`config.mk`:
```
export PLATFORM = sky130hd
export DESIGN_NAME = bcd_digit_display
export DESIGN_NICKNAME = d
export VERILOG_FILES = /design/src/rtl/bcd_pkg.sv /design/src/rtl/bcd_to_seg.sv /design/src/rtl/bcd_digit_display.sv
export SDC_FILE = /design/constraint.sdc
export NUM_CORES = 1
export LEC_CHECK = 0
export ABC_CLOCK_PERIOD_IN_PS = 3200
export CORE_ASPECT_RATIO = 1.25
export CORE_MARGIN = 10
export CORE_UTILIZATION = 53
export CTS_CLUSTER_DIAMETER = 120
export CTS_CLUSTER_SIZE = 20
export DETAILED_ROUTE_END_ITERATION = 6
export HOLD_SLACK_MARGIN = 0.12
export MAX_ROUTING_LAYER = met4
export PLACE_DENSITY = 0.84
export SYNTH_ARGS = -nofsm -noshare
export SYNTH_HDL_FRONTEND = slang
export SYNTH_HIERARCHICAL = 1
export SYNTH_SLANG_ARGS = --single-unit
```
`constraint.sdc`:
```
create_clock -name clock -period 3.2 [get_ports clock]
set_clock_uncertainty 0.1 [all_clocks]
set_input_delay 0.64 -clock clock [delete_from_list [all_inputs] [get_ports clock]]
set_output_delay 0.64 -clock clock [all_outputs]
set_load 0.03 [all_outputs]
```
`src/rtl/bcd_pkg.sv`:
```
// rtl/bcd_pkg.sv - shared constants for BCD digit capture and 7-segment display
//
// Purpose: segment patterns, BCD limits and filter counter sizing shared by
// bcd_digit_display and bcd_to_seg (and any other display block).
// Ports: none (package).

package bcd_pkg;

  // Largest legal BCD digit; the carry fires on the wrap from this value to 0.
  localparam int BCD_MAX = 9;

  // Match counter width, large enough for STABLE_CYCLES up to 15.
  localparam int CNT_W = 4;

  // Segment patterns, bit order {g,f,e,d,c,b,a}, active-high.
  localparam logic [6:0] SEG_0    = 7'b0111111;
  localparam logic [6:0] SEG_1    = 7'b0000110;
  localparam logic [6:0] SEG_2    = 7'b1011011;
  localparam logic [6:0] SEG_3    = 7'b1001111;
  localparam logic [6:0] SEG_4    = 7'b1100110;
  localparam logic [6:0] SEG_5    = 7'b1101101;
  localparam logic [6:0] SEG_6    = 7'b1111101;
  localparam logic [6:0] SEG_7    = 7'b0000111;
  localparam logic [6:0] SEG_8    = 7'b1111111;
  localparam logic [6:0] SEG_9    = 7'b1101111;
  localparam logic [6:0] SEG_DASH = 7'b1000000;

  // Active-high pattern for a 4-bit code; non-BCD codes show a dash.
  function automatic logic [6:0] bcd_seg_pattern(input logic [3:0] code);
    logic [6:0] pat;
    case (code)
      4'd0:    pat = SEG_0;
      4'd1:    pat = SEG_1;
      4'd2:    pat = SEG_2;
      4'd3:    pat = SEG_3;
      4'd4:    pat = SEG_4;
      4'd5:    pat = SEG_5;
      4'd6:    pat = SEG_6;
      4'd7:    pat = SEG_7;
      4'd8:    pat = SEG_8;
      4'd9:    pat = SEG_9;
      default: pat = SEG_DASH;
    endcase
    return pat;
  endfunction

endpackage

```
`src/rtl/bcd_to_seg.sv`:
```
// rtl/bcd_to_seg.sv - combinational BCD to 7-segment decoder
//
// Purpose: maps a 4-bit code to segment drive; codes 10..15 show a dash and
// raise invalid. ACTIVE_LOW inverts the segment drive only.
// Ports:
//   digit   in  [3:0] code to display
//   seg     out [6:0] segment drive {g,f,e,d,c,b,a}
//   invalid out       1 when digit is outside 0..9

module bcd_to_seg
  import bcd_pkg::*;
#(
  parameter bit ACTIVE_LOW = 1'b0
) (
  input  logic [3:0] digit,
  output logic [6:0] seg,
  output logic       invalid
);

  logic [6:0] pattern;

  always_comb begin
    pattern = bcd_seg_pattern(digit);
    invalid = (digit > 4'(BCD_MAX));
    seg     = ACTIVE_LOW ? ~pattern : pattern;
  end

endmodule

```
`src/rtl/bcd_digit_display.sv`:
```
// rtl/bcd_digit_display.sv - filtered capture of a ripple BCD counter onto a 7-segment display
//
// Purpose: synchronizes the asynchronous {q8,q4,q2,q1} code, accepts it only
// after it has been steady for STABLE_CYCLES, holds it in a display register
// and emits a one-clock carry on each 9->0 wrap of the displayed digit.
// Ports:
//   clock           in        system clock, rising edge
//   reset           in        asynchronous active-low reset
//   q1, q2, q4, q8  in        BCD bits from the ripple counter (async)
//   hold            in        1 freezes the display register (sync)
//   digit           out [3:0] accepted code currently displayed
//   seg             out [6:0] segment drive {g,f,e,d,c,b,a}
//   carry           out       one-clock pulse after digit wraps 9->0
//   invalid         out       1 while digit holds 10..15

module bcd_digit_display
  import bcd_pkg::*;
#(
  parameter int STABLE_CYCLES  = 2,
  parameter bit SEG_ACTIVE_LOW = 1'b0
) (
  input  logic       clock,
  input  logic       reset,
  input  logic       q1,
  input  logic       q2,
  input  logic       q4,
  input  logic       q8,
  input  logic       hold,
  output logic [3:0] digit,
  output logic [6:0] seg,
  output logic       carry,
  output logic       invalid
);

  localparam logic [CNT_W-1:0] STABLE = CNT_W'(STABLE_CYCLES);

  logic [3:0]       s1;
  logic [3:0]       s2;
  logic [CNT_W-1:0] match_cnt;
  logic [CNT_W-1:0] cnt_next;
  logic             accept;
  logic [3:0]       digit_prev;

  // s1 holds the value s2 takes on this edge, so s1 != s2 means s2 is about
  // to differ from its previous-cycle value and the run length restarts.
  // The counter saturates, so a code that stays steady remains accepted and
  // can still be loaded when hold is released.
  always_comb begin
    cnt_next = match_cnt;
    if (s1 != s2) begin
      cnt_next = '0;
    end else if (match_cnt != STABLE) begin
      cnt_next = match_cnt + CNT_W'(1);
    end
    accept = (cnt_next == STABLE);
  end

  // digit_prev lags digit by one clock; seeing 9 there with 0 in digit means
  // the display just wrapped, so carry rises on the following edge.
  always_ff @(posedge clock or negedge reset) begin
    if (!reset) begin
      s1         <= '0;
      s2         <= '0;
      match_cnt  <= '0;
      digit      <= '0;
      digit_prev <= '0;
      carry      <= 1'b0;
    end else begin
      s1         <= {q8, q4, q2, q1};
      s2         <= s1;
      match_cnt  <= cnt_next;
      if (accept && !hold) begin
        digit <= s2;
      end
      digit_prev <= digit;
      carry      <= (digit_prev == 4'(BCD_MAX)) && (digit == 4'd0);
    end
  end

  bcd_to_seg #(
    .ACTIVE_LOW (SEG_ACTIVE_LOW)
  ) u_bcd_to_seg (
    .digit   (digit),
    .seg     (seg),
    .invalid (invalid)
  );

endmodule
```
[After elaboration in Yosys (flattened, before gate mapping)]
Memory sizes are Yosys's and may differ from the RTL's.
Index checks and enable logic that the tools add are counted.
Word-level totals
  memories kept: 1
  output and inout bits: 13
  input bits: 7
  word-level logic and storage cells: 19
  bits in read-only memories: 112
  register bits: 21
Operators by class
  magnitude comparators: 1
  add/subtract/negate cells: 1
  multiplexer cells: 2
  reduce and logical (&&, ||, !) cells: 4
  eq/ne operators: 4
Memories
  (name not given): words 16, bits a word 7, read ports 1, clocked after memory_dff 0, wr ports 0, line bcd_pkg.sv:31  | case (code)
Operators with widths (number)
  two-way mux 4 bit: 2
  adder 4 x 1 -> 4 bit, second input constant: 1
  == test 4 x 2 -> 1 bit, second input constant: 1
  == test 4 bit, second input constant: 1
  > comparator 4 bit, second input constant: 1
  zero test 4 bit: 1
  inequality test 4 x 2 -> 1 bit, second input constant: 1
  inequality test 4 bit: 1
  logical AND 1 bit: 2
  zero test 1 bit: 1

[Longest topological paths before layout]
Gate-level depths: netlist of run 1.
  depth in word-level cells: 5
  gate-level depth with buffers: 6
  gate-level depth less buffers: 6

[Hierarchy]
The synthesis of run 1 kept the hierarchy.
Modules (own cells, without submodules)
  bcd_digit_display: sequential area each 525.5 um^2, cells each 52, area each 768.2 um^2, instances 1
  bcd_to_seg: sequential area each 0.0 um^2, cells each 32, area each 239.0 um^2, instances 1

[Least setup slack after synthesis of run 1]
Ideal clock, no wire load.
  path kind: register -> output
  from: reg digit[1]
  to: out seg[1]
  required time: 2.460 ns
  arrival: 1.799 ns
  setup slack: 0.661 ns
  cell stages (with the launch flop): 4
  cell sequence: dfrtp_1 inv_1 ha_1 o21ai_0
Between the ends
  word-level cells in the longest chain between the ends: 1
Ends and longest elaborated chain
  start, declared: line bcd_digit_display.sv:29  | output logic [3:0] digit,
  start signal, assigned: line bcd_digit_display.sv:65  | digit <= '0;
  start signal, assigned: line bcd_digit_display.sv:73  | digit <= s2;
  memory (16 x 7 bit)
  end, declared: line bcd_digit_display.sv:30  | output logic [6:0] seg,
Every way passes these cells.

[Worst setup path after layout of run 1]
  from: reg digit[1]
  to: out seg[3]
The elaborated chain is that of the path after synthesis.

==> impl_summary.md, run 1 <==
Cells and area
The total number of nets in the final design is 122. The count of inserted antenna diode cells is 0. The share of post-route cells with drive strength above 1 is 10.5%. The fill cell instance count of the final layout is 136.

The count of non-filler cells in the finished layout is 124. The multi-input combinational cells in the finished layout cover a total of 443 um2. The synthesis-to-layout area growth is 22.4%. Cells fill 69.0% of the core in the end. The sequential cell area is 527 um2.

Yosys
The commonest cells after synthesis are sky130_fd_sc_hd__dfrtp_1 (21), sky130_fd_sc_hd__ha_1 (9), sky130_fd_sc_hd__inv_1 (6), sky130_fd_sc_hd__nor2_1 (6), sky130_fd_sc_hd__xnor2_1 (6). The count of warnings emitted by yosys is 6. The number of nets in the synthesized netlist is 100. After synthesis the netlist holds a flip-flop and latch count of 21.

Of all cell types, the one taking the most synthesized area is sky130_fd_sc_hd__dfrtp_1. Among all cell types in the netlist, the one instantiated most often is sky130_fd_sc_hd__dfrtp_1. In the post-synthesis netlist, the biggest area contributors are sky130_fd_sc_hd__dfrtp_1 (52%), sky130_fd_sc_hd__ha_1 (11%), sky130_fd_sc_hd__mux2_2 (5.6%). The share of synthesized registers carrying an async set or reset is 100%.

Sequential cells were found to cover 52.2% of the synthesized design area. The mapped netlist covers 1010 um2. Synthesis produced a netlist whose cell count is 84. In this run, synthesis inferred 0 flip-flops with an integrated enable. Dividing the synthesized area by the synthesized cell count gives 12.0 um2. The most used flip-flop cell after synthesis is sky130_fd_sc_hd__dfrtp_1. The share of the synthesized area in the top cell type is 52.2%. Yosys mapped the design onto 27 distinct sky130hd cell types.

Run status
The run finished with clean final reports.

GRT
For this run the aggregate overflow at the end of global routing stands at 0. Entering global routing, the biggest net connects 22 pins. The initial antenna violation count is 0. The via count of the first global-routing pass is 666. For this run, the total global-route usage over all layers was measured as 9.83%. The first global-routing pass estimated 3060 um of wire.

Setup path
The signal arrival time at the worst endpoint is 2220 ps. For this run, the slowest stage of the critical path takes 700 ps. The endpoint required time on the critical path is 2460 ps. The biggest fanout along the worst timing path is 12. STA classifies the critical path startpoint as a flop. The worst setup path is of the flop to output pin kind. The cell with the biggest individual delay on the critical path is sky130_fd_sc_hd__clkdlybuf4s50_1. Walking the worst path, the cells encountered are inv_1, ha_1, mux2_2, o22ai_1, clkdlybuf4s50_1. The sort of element at the end of the critical path is an output pin.

Clock tree
The clock-pin slew on the worst setup and hold paths is 110 ps. TritonCTS built the clock tree. The buffer levels on the longest clock path is 2. The number of setup buffers added after CTS is 0. The H-tree depth is 1. TritonCTS created 3 clock buffers. The tree is rooted in a sky130_fd_sc_hd__clkbuf_4. The number of clock sinks seen by CTS is 21.

The clock latency on the worst-skew pair is 290 ps.

Power
The peak ir drop on the vdd network is 0.000427 V. Power spread over the standard cell area amounts to 350 nW/um2. Summed over all cells, the static leakage comes to 0.566 nW.

Floorplan
The horizontal extent of the die is 59.0 um. The top-level I/O count is 20. The initialized floorplan defines 17 standard-cell rows.

The overall die height is 68.7 um. The area of the die is 4050 um2. The core region is 1790 um2. The effective utilization at floorplan is 56.4%.

Routing
Dividing the detail-routed wire length by the instance count gives 14.3 um. Detailed routing placed a total of 921 um of wire on met2. The detailed router finished its first iteration with 15 violations. The routed length on met1 is 756 um.

The post-detailed-route DRC marker count is 0. For this run, the detailed router's first-pass iteration total came to 4. The count of nets left with antenna violations once routing finished came out at 0.

The average vias per placed instance is 5.23. The routed via count is 648. Wire segments on met3 add up to 77 um in the final route. The uppermost metal layer occupied by signal nets is met4. The final wirelength is 1780 um.

Placement
The HPWL after detailed placement is 1380 um. In this run the tool buffered the top-level ports with 19 buffer cells. Routability-driven placement finished with a final weighted congestion of 0.762. Before CTS, the worst setup slack after placement is 470 ps.

Counting tap cells, the placed design contains a total of 120 instances.

Timing
The final hold violation count came to 0. Setup repair after global routing left no endpoint under its margin. The slew of the pin with the lowest slew margin is 859 ps.

For this run, the top clock speed supported by timing is 338 MHz. The number of failing setup endpoints in the final timing report is 0. The least setup slack across all paths after layout is 245 ps. Summed over all failing endpoints, the final setup total negative slack is 0 ps.

The max-slew violation count is 0. The worst slew margin relative to its limit is 42.6%. Across all hold checks on the routed design, the worst slack comes to 312 ps. The post-route clock period utilization is 92.3%. Subtracting the final worst setup slack from the clock period gives 2960 ps.

Flow run
Max-cap violations in this run came to 0.

Hold path
The worst hold-check path type is flop to flop.
[sequential cells by signal, indices dropped and copies added (netlist names)]
| register | cells |
|---|---|
| s1 | 4 |
| s2 | 4 |
| match_cnt | 4 |
| digit_prev | 4 |
| digit | 4 |
| carry | 1 |
[cell families (layout without fill, tap and decap cells)]
logic type / after synthesis / after routing / synth area share (%)
xor gates and xnor gates: 6 / 6 / 5.22
adders and majority gates: 9 / 9 / 11.2
and+or+nand+nor: 22 / 22 / 12.9
buffers and inverters: 8 / 29 / 3.85
AOI/OAI and AO/OA: 12 / 12 / 8.07
muxes: 6 / 6 / 6.58
DFF: 21 / 21 / 52.2
[per-layer routing]
| metal | vias to the layer above | global-route usage [%] |
|---|---|---|
| li1 | 326 | - |
| met1 | 310 | 11.2 |
| met2 | 10 | 16.3 |
| met3 | 2 | 2.56 |
| met4 | 0 | 3.45 |
| met5 | - | - |
[final cells by class]
class,instances,area share (%)
inverters,6,1.83
well taps,19,1.93
repair buffers,19,15.4
clock buffers,4,2.13
multi-input cells,55,35.9
flip-flops and latches,21,42.7
[timing repair]
action | CTS | global route
endpoints found under the setup margin | 0 | 2
hold buffers | 0 | 0
gates resized for setup | 0 | 1
[critical path: cells and delay by family, from the launching register on]
| family | cells | cell delay [ps] |
|---|---|---|
| multiplexers | 1 | 280 |
| adder cells (fa/ha/maj) | 1 | 200 |
| flip-flops | 1 | 480 |
| AO/OA/AOI/OAI | 1 | 140 |
| buffers and inverters | 2 | 830 |
[layout by cell type (no fill, tap or decap), types with 2 or more instances in the layout]
master,n
sky130_fd_sc_hd__a21o_1,2
sky130_fd_sc_hd__a21oi_1,2
sky130_fd_sc_hd__clkbuf_4,3
sky130_fd_sc_hd__clkdlybuf4s50_1,19
sky130_fd_sc_hd__dfrtp_1,20
sky130_fd_sc_hd__ha_1,9
sky130_fd_sc_hd__inv_1,6
sky130_fd_sc_hd__mux2_2,5
sky130_fd_sc_hd__nor2_1,6
sky130_fd_sc_hd__nor2b_1,4
sky130_fd_sc_hd__nor3b_1,2
sky130_fd_sc_hd__o21ai_0,2
sky130_fd_sc_hd__o22ai_1,3
sky130_fd_sc_hd__or4_1,2
sky130_fd_sc_hd__xnor2_1,6
[through the flow]
step	cell area, um2	total power [W]
2_1_floorplan	1010	0.000298
6_report	1230	0.000432
4_1_cts	1230	0.000436
3_3_place_gp	1200	0.000316
5_1_grt	1230	0.000451
3_5_place_dp	1200	0.000317
[power by group]
part	internal [W]	switching [W]	leakage [nW]	total (W)
Sequential	0.000272	0.00000602	0.273	0.000278
Clock	0.0000484	0.0000722	0.0150	0.000121
Combinational	0.0000170	0.0000161	0.278	0.0000331
[path summary, 6_finish.rpt]
check	from	end	slack, ps	depth (start not counted)
worst min register to register	s1[1]$_DFF_PN0_	s2[1]$_DFF_PN0_	310	0
max in group asynchronous	reset	digit[1]$_DFFE_PN0P_	1700	1
min in group asynchronous	reset	digit_prev[3]$_DFF_PN0_	720	1
worst max-delay path	digit[1]$_DFFE_PN0P_	seg[3]	240	5
worst min-delay path	s1[1]$_DFF_PN0_	s2[1]$_DFF_PN0_	310	0
worst max register to register	match_cnt[0]$_DFF_PN0_	digit[2]$_DFFE_PN0P_	970	6
Power figures use the tool's default switching activity.
==> run 2: changes to the inputs <==
REMOVE_ABC_BUFFERS = 1   (was not set)
==> impl_summary.md, run 2 (same netlist as run 1, synthesis figures left out) <==
Clock tree
The number of setup buffers added after CTS is 0 (unchanged). TritonCTS built the clock tree. The number of buffers created by CTS came to 3 (unchanged). The number of gates given a new drive strength after cts is 0 (unchanged).

The hold-fix buffer count after cts is 0 (unchanged). The clock-pin slew on the worst setup and hold paths is 100 ps (about the same). The number of clock sinks seen by CTS was 21 (unchanged). The clock latency on the worst-skew pair is 290 ps (about the same). The buffer levels on the longest clock path is 2 (unchanged). The H-tree depth is 1 (unchanged).

The clock tree root buffer cell is sky130_fd_sc_hd__clkbuf_4.

Cells and area
The library cell used most frequently in the layout, excluding fill and tap cells, is sky130_fd_sc_hd__dfrtp_1. The count of inserted antenna diode cells is 0 (unchanged). The total number of nets in the final design is 123 (+0.82%). The synthesis-to-layout area growth is 23.0%. The fill cell instance count of the final layout came to 137 (+0.74%). The share of post-route cells with drive strength above 1 is 10.4% (-0.099 points). The top cell types in the final layout, fill and taps aside, are sky130_fd_sc_hd__dfrtp_1 (21), sky130_fd_sc_hd__clkdlybuf4s50_1 (19), sky130_fd_sc_hd__ha_1 (9).

The share of the core filled with cells in the final layout is 69.3% (+0.35 points).

Power
The areal power density over the cells is 345 nW/um2 (-1.4%). The relative contribution of the clock network to total power is 27.4% (-0.5 points). The cell-internal power was 0.000337 W (about the same). The part of the total power dissipated in sequential elements was 64.8% (+0.4 points).

The net switching power of the design came to 0.0000904 W (-4.1%). The relative contribution of combinational cells to total power is 7.8% (about the same). The static leakage power is 0.573 nW (+1.3%).

The peak ir drop on the vdd network is 0.000336 V (-21%). The switching share of power is 21.1% (-0.70 points).

GRT
The pin count of the biggest net entering global routing came to 22 (unchanged). The initial antenna violation count is 0 (unchanged). The overall track demand over capacity in global routing is 9.67% (-0.16 points).

The via count of the first global-routing pass is 671 (+0.75%). The wire length of the first global-routing pass is 3020 um (-1.6%). The total overflow reported by the global router is 0 (unchanged).

Setup path
The endpoint required time on the critical path is 2460 ps (about the same). The startpoint of the worst-slack reg-to-reg timing path is match_cnt[0]$_DFF_PN0_. The setup path with the least slack is of type flop to output pin.

The critical path launch point type is a flop. The sort of element at the end of the critical path is an output pin. The beginning of the critical path is digit[1]$_DFFE_PN0P_. The signal arrival time at the worst endpoint came to 2330 ps (+110 ps). The biggest fanout along the worst timing path is 12 (unchanged).

Hold path
The worst hold-check path type is flop to flop. The worst hold path begins at s1[1]$_DFF_PN0_.

Placement
The total of buffers placed on input and output ports came to 19 (unchanged). The routability-driven placement congestion ratio is 0.824 (+8.2%). The final HPWL from detailed placement is 1400 um (+1.2%).

Floorplan
The effective utilization at floorplan came to 56.4% (unchanged). The horizontal extent of the die is 59.0 um (unchanged). The area of the die is 4050 um2 (unchanged). The top-level I/O count is 20 (unchanged). The overall die height came to 68.7 um (unchanged). The core footprint is 1790 um2 (unchanged). The standard-cell row count was 17 (unchanged).

Routing
The average vias per placed instance is 5.30 (+1.5%). The number of iterations in the first detailed-routing pass is 3 (-1). The antenna violation net count after detailed routing is 0 (unchanged).

The routed via count was 663 (+2.3%). The post-detailed-route DRC marker count came to 0 (unchanged). The final wirelength is 1770 um (-0.17%). The first-iteration detailed-routing DRC count is 5 (-10). The mean routed wirelength per cell was 14.2 um (-0.97%).

Timing
The sum of negative setup slack is 0 ps (unchanged). The slew of the pin with the lowest slew margin came to 869 ps (+9.86 ps). The fmax was 326 MHz (-3.8%).

The smallest hold slack is 308 ps (-4.25 ps). Setup repair after global routing left no endpoint under its margin. The number of failing setup endpoints in the final timing report is 0 (unchanged). The final hold violation count is 0 (unchanged). The post-layout minimum cycle time was 3070 ps (+116 ps). The worst slew margin relative to its limit was 41.9% (-0.66 points).

The post-route clock period utilization is 96.0% (+3.6 points). The max-slew violation count is 0 (unchanged).

Run status
The flow ran to the end, and the final reports show no timing, DRC or antenna violations.

Flow run
The number of maximum-capacitance constraint violations is 0 (unchanged).
## run 2: cell type report
class / count / area, um2 / area share, %
Inverter: 6 / 22.5 / 1.82
Sequential cell: 21 / 526 / 42.4
Clock buffer: 4 / 26.3 / 2.12
Tap cell: 19 / 23.8 / 1.92
Timing Repair Buffer: 20 / 198 / 16.0
Multi-Input combinational cell: 55 / 443 / 35.8
## run 2: through the flow
step | cell area, um2 | setup WS [ps] | total power, W | cells
final | 1240 | 129 | 0.000428 | 125
after global routing | 1240 | 6.70 | 0.000451 | 125
after CTS | 1240 | 118 | 0.000434 | 125
after detailed placement | 1210 | 447 | 0.000317 | 121
after global placement | 1210 | 549 | 0.000316 | 121
after floorplan | 991 | 661 | 0.000297 | 82
## run 2: routing by layer
metal | routed length (um) | global-route usage, % | part of all wire [%]
met4 | 10 | 2.59 | 0.56
met5 | 0 | - | 0
met1 | 762 | 10.0 | 43
met2 | 925 | 17.1 | 52
met3 | 74 | 3.29 | 4.2
## run 2: final timing paths
kind	end	slack [ps]	cells past startpoint
max reg2reg	digit[2]$_DFFE_PN0P_	970	6
min	s2[1]$_DFF_PN0_	310	0
max	seg[3]	130	5
min reg2reg	s2[1]$_DFF_PN0_	310	0
max in group asynchronous	s2[3]$_DFF_PN0_	1730	1
min in group asynchronous	match_cnt[2]$_DFF_PN0_	730	1
## run 2: worst max-delay path, cell delays in order (launching register included)
cell                              delay, ps
sky130_fd_sc_hd__dfrtp_1                540
sky130_fd_sc_hd__inv_1                  160
sky130_fd_sc_hd__ha_1                   210
sky130_fd_sc_hd__mux2_2                 270
sky130_fd_sc_hd__o22ai_1                160
sky130_fd_sc_hd__clkdlybuf4s50_1        710
## run 2: power by group through the flow
stage | clock, W | sequential, W | combinational, W
finish | 0.000117 | 0.000277 | 0.0000335
floorplan | 0 | 0.000282 | 0.0000150
detailed placement | 0 | 0.000283 | 0.0000339
global route | 0.000135 | 0.000279 | 0.0000373
global placement | 0 | 0.000282 | 0.0000337
CTS | 0.000122 | 0.000278 | 0.0000341
==> run 3: changes to the inputs <==
MAX_ROUTING_LAYER = not set   (was met4)
==> impl_summary.md, run 3 (same netlist as run 1, synthesis figures left out) <==
Routing
The mean routed wirelength per cell is 14.2 um (+0.23%). The final wirelength is 1780 um (+0.23%). The routed via count is 663 (unchanged). The antenna violation net count after detailed routing is 0 (unchanged).

The post-detailed-route DRC marker count is 0 (unchanged). The first-iteration detailed-routing DRC count is 8 (+3). The average vias per placed instance is 5.30 (unchanged). The number of iterations in the first detailed-routing pass is 3 (unchanged).

Clock tree
The H-tree depth was 1 (unchanged). The number of setup buffers added after CTS is 0 (unchanged). The number of buffers created by CTS was 3 (unchanged). The hold-fix buffer count after cts is 0 (unchanged). The clock-pin slew on the worst setup and hold paths is 100 ps (about the same).

The number of clock sinks seen by CTS is 21 (unchanged). The clock latency on the worst-skew pair is 290 ps (about the same). The buffer levels on the longest clock path is 2 (unchanged).

Clock tree synthesis selected as its root buffer the cell sky130_fd_sc_hd__clkbuf_4. The number of gates given a new drive strength after cts was 0 (unchanged). TritonCTS built the clock tree.

Timing
The post-layout minimum cycle time is 3070 ps (+0.0420 ps). The number of failing setup endpoints in the final timing report is 0 (unchanged). The fmax is 326 MHz (about the same). The sum of negative setup slack is 0 ps (unchanged).

The post-route clock period utilization came to 96.0% (about the same). The slew of the pin with the lowest slew margin is 869 ps (unchanged). The worst slew margin relative to its limit came to 41.9% (unchanged). The max-slew violation count is 0 (unchanged). The least setup slack across all paths after layout is 129 ps (-0.0420 ps). Setup repair after global routing left no endpoint under its margin.

The final hold violation count is 0 (unchanged).

Setup path
The signal on the critical path passes through inv_1, ha_1, mux2_2, o22ai_1, clkdlybuf4s50_1. The maximum single-stage delay on the critical path is 710 ps (about the same). The critical path buffer and inverter count is 2 (unchanged). The worst-case register-to-register setup slack is 970 ps (about the same). The signal arrival time at the worst endpoint is 2330 ps (about the same). The biggest fanout along the worst timing path is 12 (unchanged). The critical path launch point type is a flop. The endpoint required time on the critical path is 2460 ps (about the same).

The sort of element at the end of the critical path is an output pin. The count of cells along the worst register-to-register path is 6 (unchanged). In this run the critical register-to-register path is captured at digit[2]$_DFFE_PN0P_. The startpoint of the worst-slack reg-to-reg timing path is match_cnt[0]$_DFF_PN0_. The largest individual stage delay along the critical path comes from the cell sky130_fd_sc_hd__clkdlybuf4s50_1. By startpoint and endpoint, the worst setup path is classified as flop to output pin. In this design, the largest share of critical-path delay is due to buffers and inverters.

Power
The relative contribution of combinational cells to total power is 7.8% (about the same). The peak ir drop on the vdd network is 0.000337 V (about the same). The static leakage power is 0.573 nW (unchanged). The relative contribution of the clock network to total power came to 27.4% (about the same). The areal power density over the cells is 345 nW/um2 (about the same). The part of the total power dissipated in sequential elements was 64.8% (about the same). The net switching power of the design was 0.0000905 W (about the same). The cell-internal power was 0.000337 W (unchanged). The switching share of power was 21.1% (about the same).

GRT
The pin count of the biggest net entering global routing is 22 (unchanged). The wire length of the first global-routing pass is 3010 um (-0.23%). The via count of the first global-routing pass came to 671 (unchanged). The overall track demand over capacity in global routing came to 9.39% (-0.28 points). The initial antenna violation count is 0 (unchanged). The total overflow reported by the global router is 0 (unchanged).

Placement
The total of buffers placed on input and output ports is 19 (unchanged). The pre-CTS worst setup slack is 447 ps (unchanged). The final HPWL from detailed placement was 1400 um (unchanged). The routability-driven placement congestion ratio was 0.812 (-1.4%).

Floorplan
The top-level I/O count is 20 (unchanged). The overall die height is 68.7 um (unchanged). The area of the die was 4050 um2 (unchanged). The core footprint is 1790 um2 (unchanged). The horizontal extent of the die is 59.0 um (unchanged).

The effective utilization at floorplan came to 56.4% (unchanged). The standard-cell row count is 17 (unchanged).

Hold path
The number of cells on the worst hold path is 0 (unchanged). The path with the worst hold slack has its endpoint at s2[1]$_DFF_PN0_. The tightest min-delay check is of the flop to flop type. The worst hold path startpoint is s1[1]$_DFF_PN0_.

Cells and area
The commonest non-fill, non-tap cell in the layout is sky130_fd_sc_hd__dfrtp_1. The synthesis-to-layout area growth is 23.0% (unchanged). The total number of nets in the final design is 123 (unchanged). The top cell types in the final layout, fill and taps aside, are sky130_fd_sc_hd__dfrtp_1 (21), sky130_fd_sc_hd__clkdlybuf4s50_1 (19), sky130_fd_sc_hd__ha_1 (9).

The count of inserted antenna diode cells came to 0 (unchanged). The share of post-route cells with drive strength above 1 is 10.4% (unchanged).

Run status
The flow ran to the end, and the final reports show no timing, DRC or antenna violations.

Flow run
The number of maximum-capacitance constraint violations is 0 (unchanged).
run 3: cell counts in the layout (fill, tap and decap cells not counted):
Identical to the previous run, type by type.
run 3: stage by stage:
stage	util (%)	instance area, um2	std cells	hold WS, ps	total power (W)
4_1_cts	69.3	1240	125	312	0.000434
3_3_place_gp	67.9	1210	121	277	0.000316
3_5_place_dp	67.9	1210	121	289	0.000317
2_1_floorplan	-	991	82	244	0.000297
5_1_grt	69.3	1240	125	324	0.000451
6_report	69.3	1240	125	308	0.000428
run 3: power groups by stage:
stage / combinational [W] / clock, W / sequential (W)
after floorplan: 0.0000150 / 0 / 0.000282
after global placement: 0.0000337 / 0 / 0.000282
after detailed placement: 0.0000339 / 0 / 0.000283
after CTS: 0.0000341 / 0.000122 / 0.000278
after global routing: 0.0000373 / 0.000135 / 0.000279
final: 0.0000335 / 0.000117 / 0.000277
run 3: final cells by class:
class,instances,area [um2]
clock buffers,4,26.3
multi-input cells,55,443
repair buffers,20,198
fillers,137,548
well taps,19,23.8
inverters,6,22.5
flip-flops and latches,21,526
run 3: layer usage:
metal | vias to the layer above | wire, um | track usage (%)
li1 | 332 | - | -
met1 | 320 | 741 | 9.79
met2 | 9 | 928 | 17.1
met3 | 2 | 95 | 3.66
met4 | 0 | 10 | 2.59
met5 | - | 0 | 0
run 3: worst max-delay path by stage:
| stage | startpoint | endpoint | slack [ps] | cells after the start |
|---|---|---|---|---|
| after CTS | digit[1]$_DFFE_PN0P_ | seg[3] | 120 | 5 |
| after detailed placement | digit[1]$_DFFE_PN0P_ | seg[3] | 450 | 5 |
| after global placement | digit[1]$_DFFE_PN0P_ | seg[0] | 550 | 5 |
| after floorplan | digit[1]$_DFFE_PN0P_ | seg[1] | 660 | 3 |
| final | digit[1]$_DFFE_PN0P_ | seg[3] | 130 | 5 |
| after global routing | digit[1]$_DFFE_PN0P_ | seg[3] | 7 | 5 |
run 3: worst register-to-register path, cell delays in order (launching register included):
cell and delay [ps]:
sky130_fd_sc_hd__dfrtp_1 390, sky130_fd_sc_hd__inv_1 100, sky130_fd_sc_hd__ha_1 210, sky130_fd_sc_hd__nor2b_1 130, sky130_fd_sc_hd__or4_1 410, sky130_fd_sc_hd__a2111o_1 470, sky130_fd_sc_hd__mux2_2 310
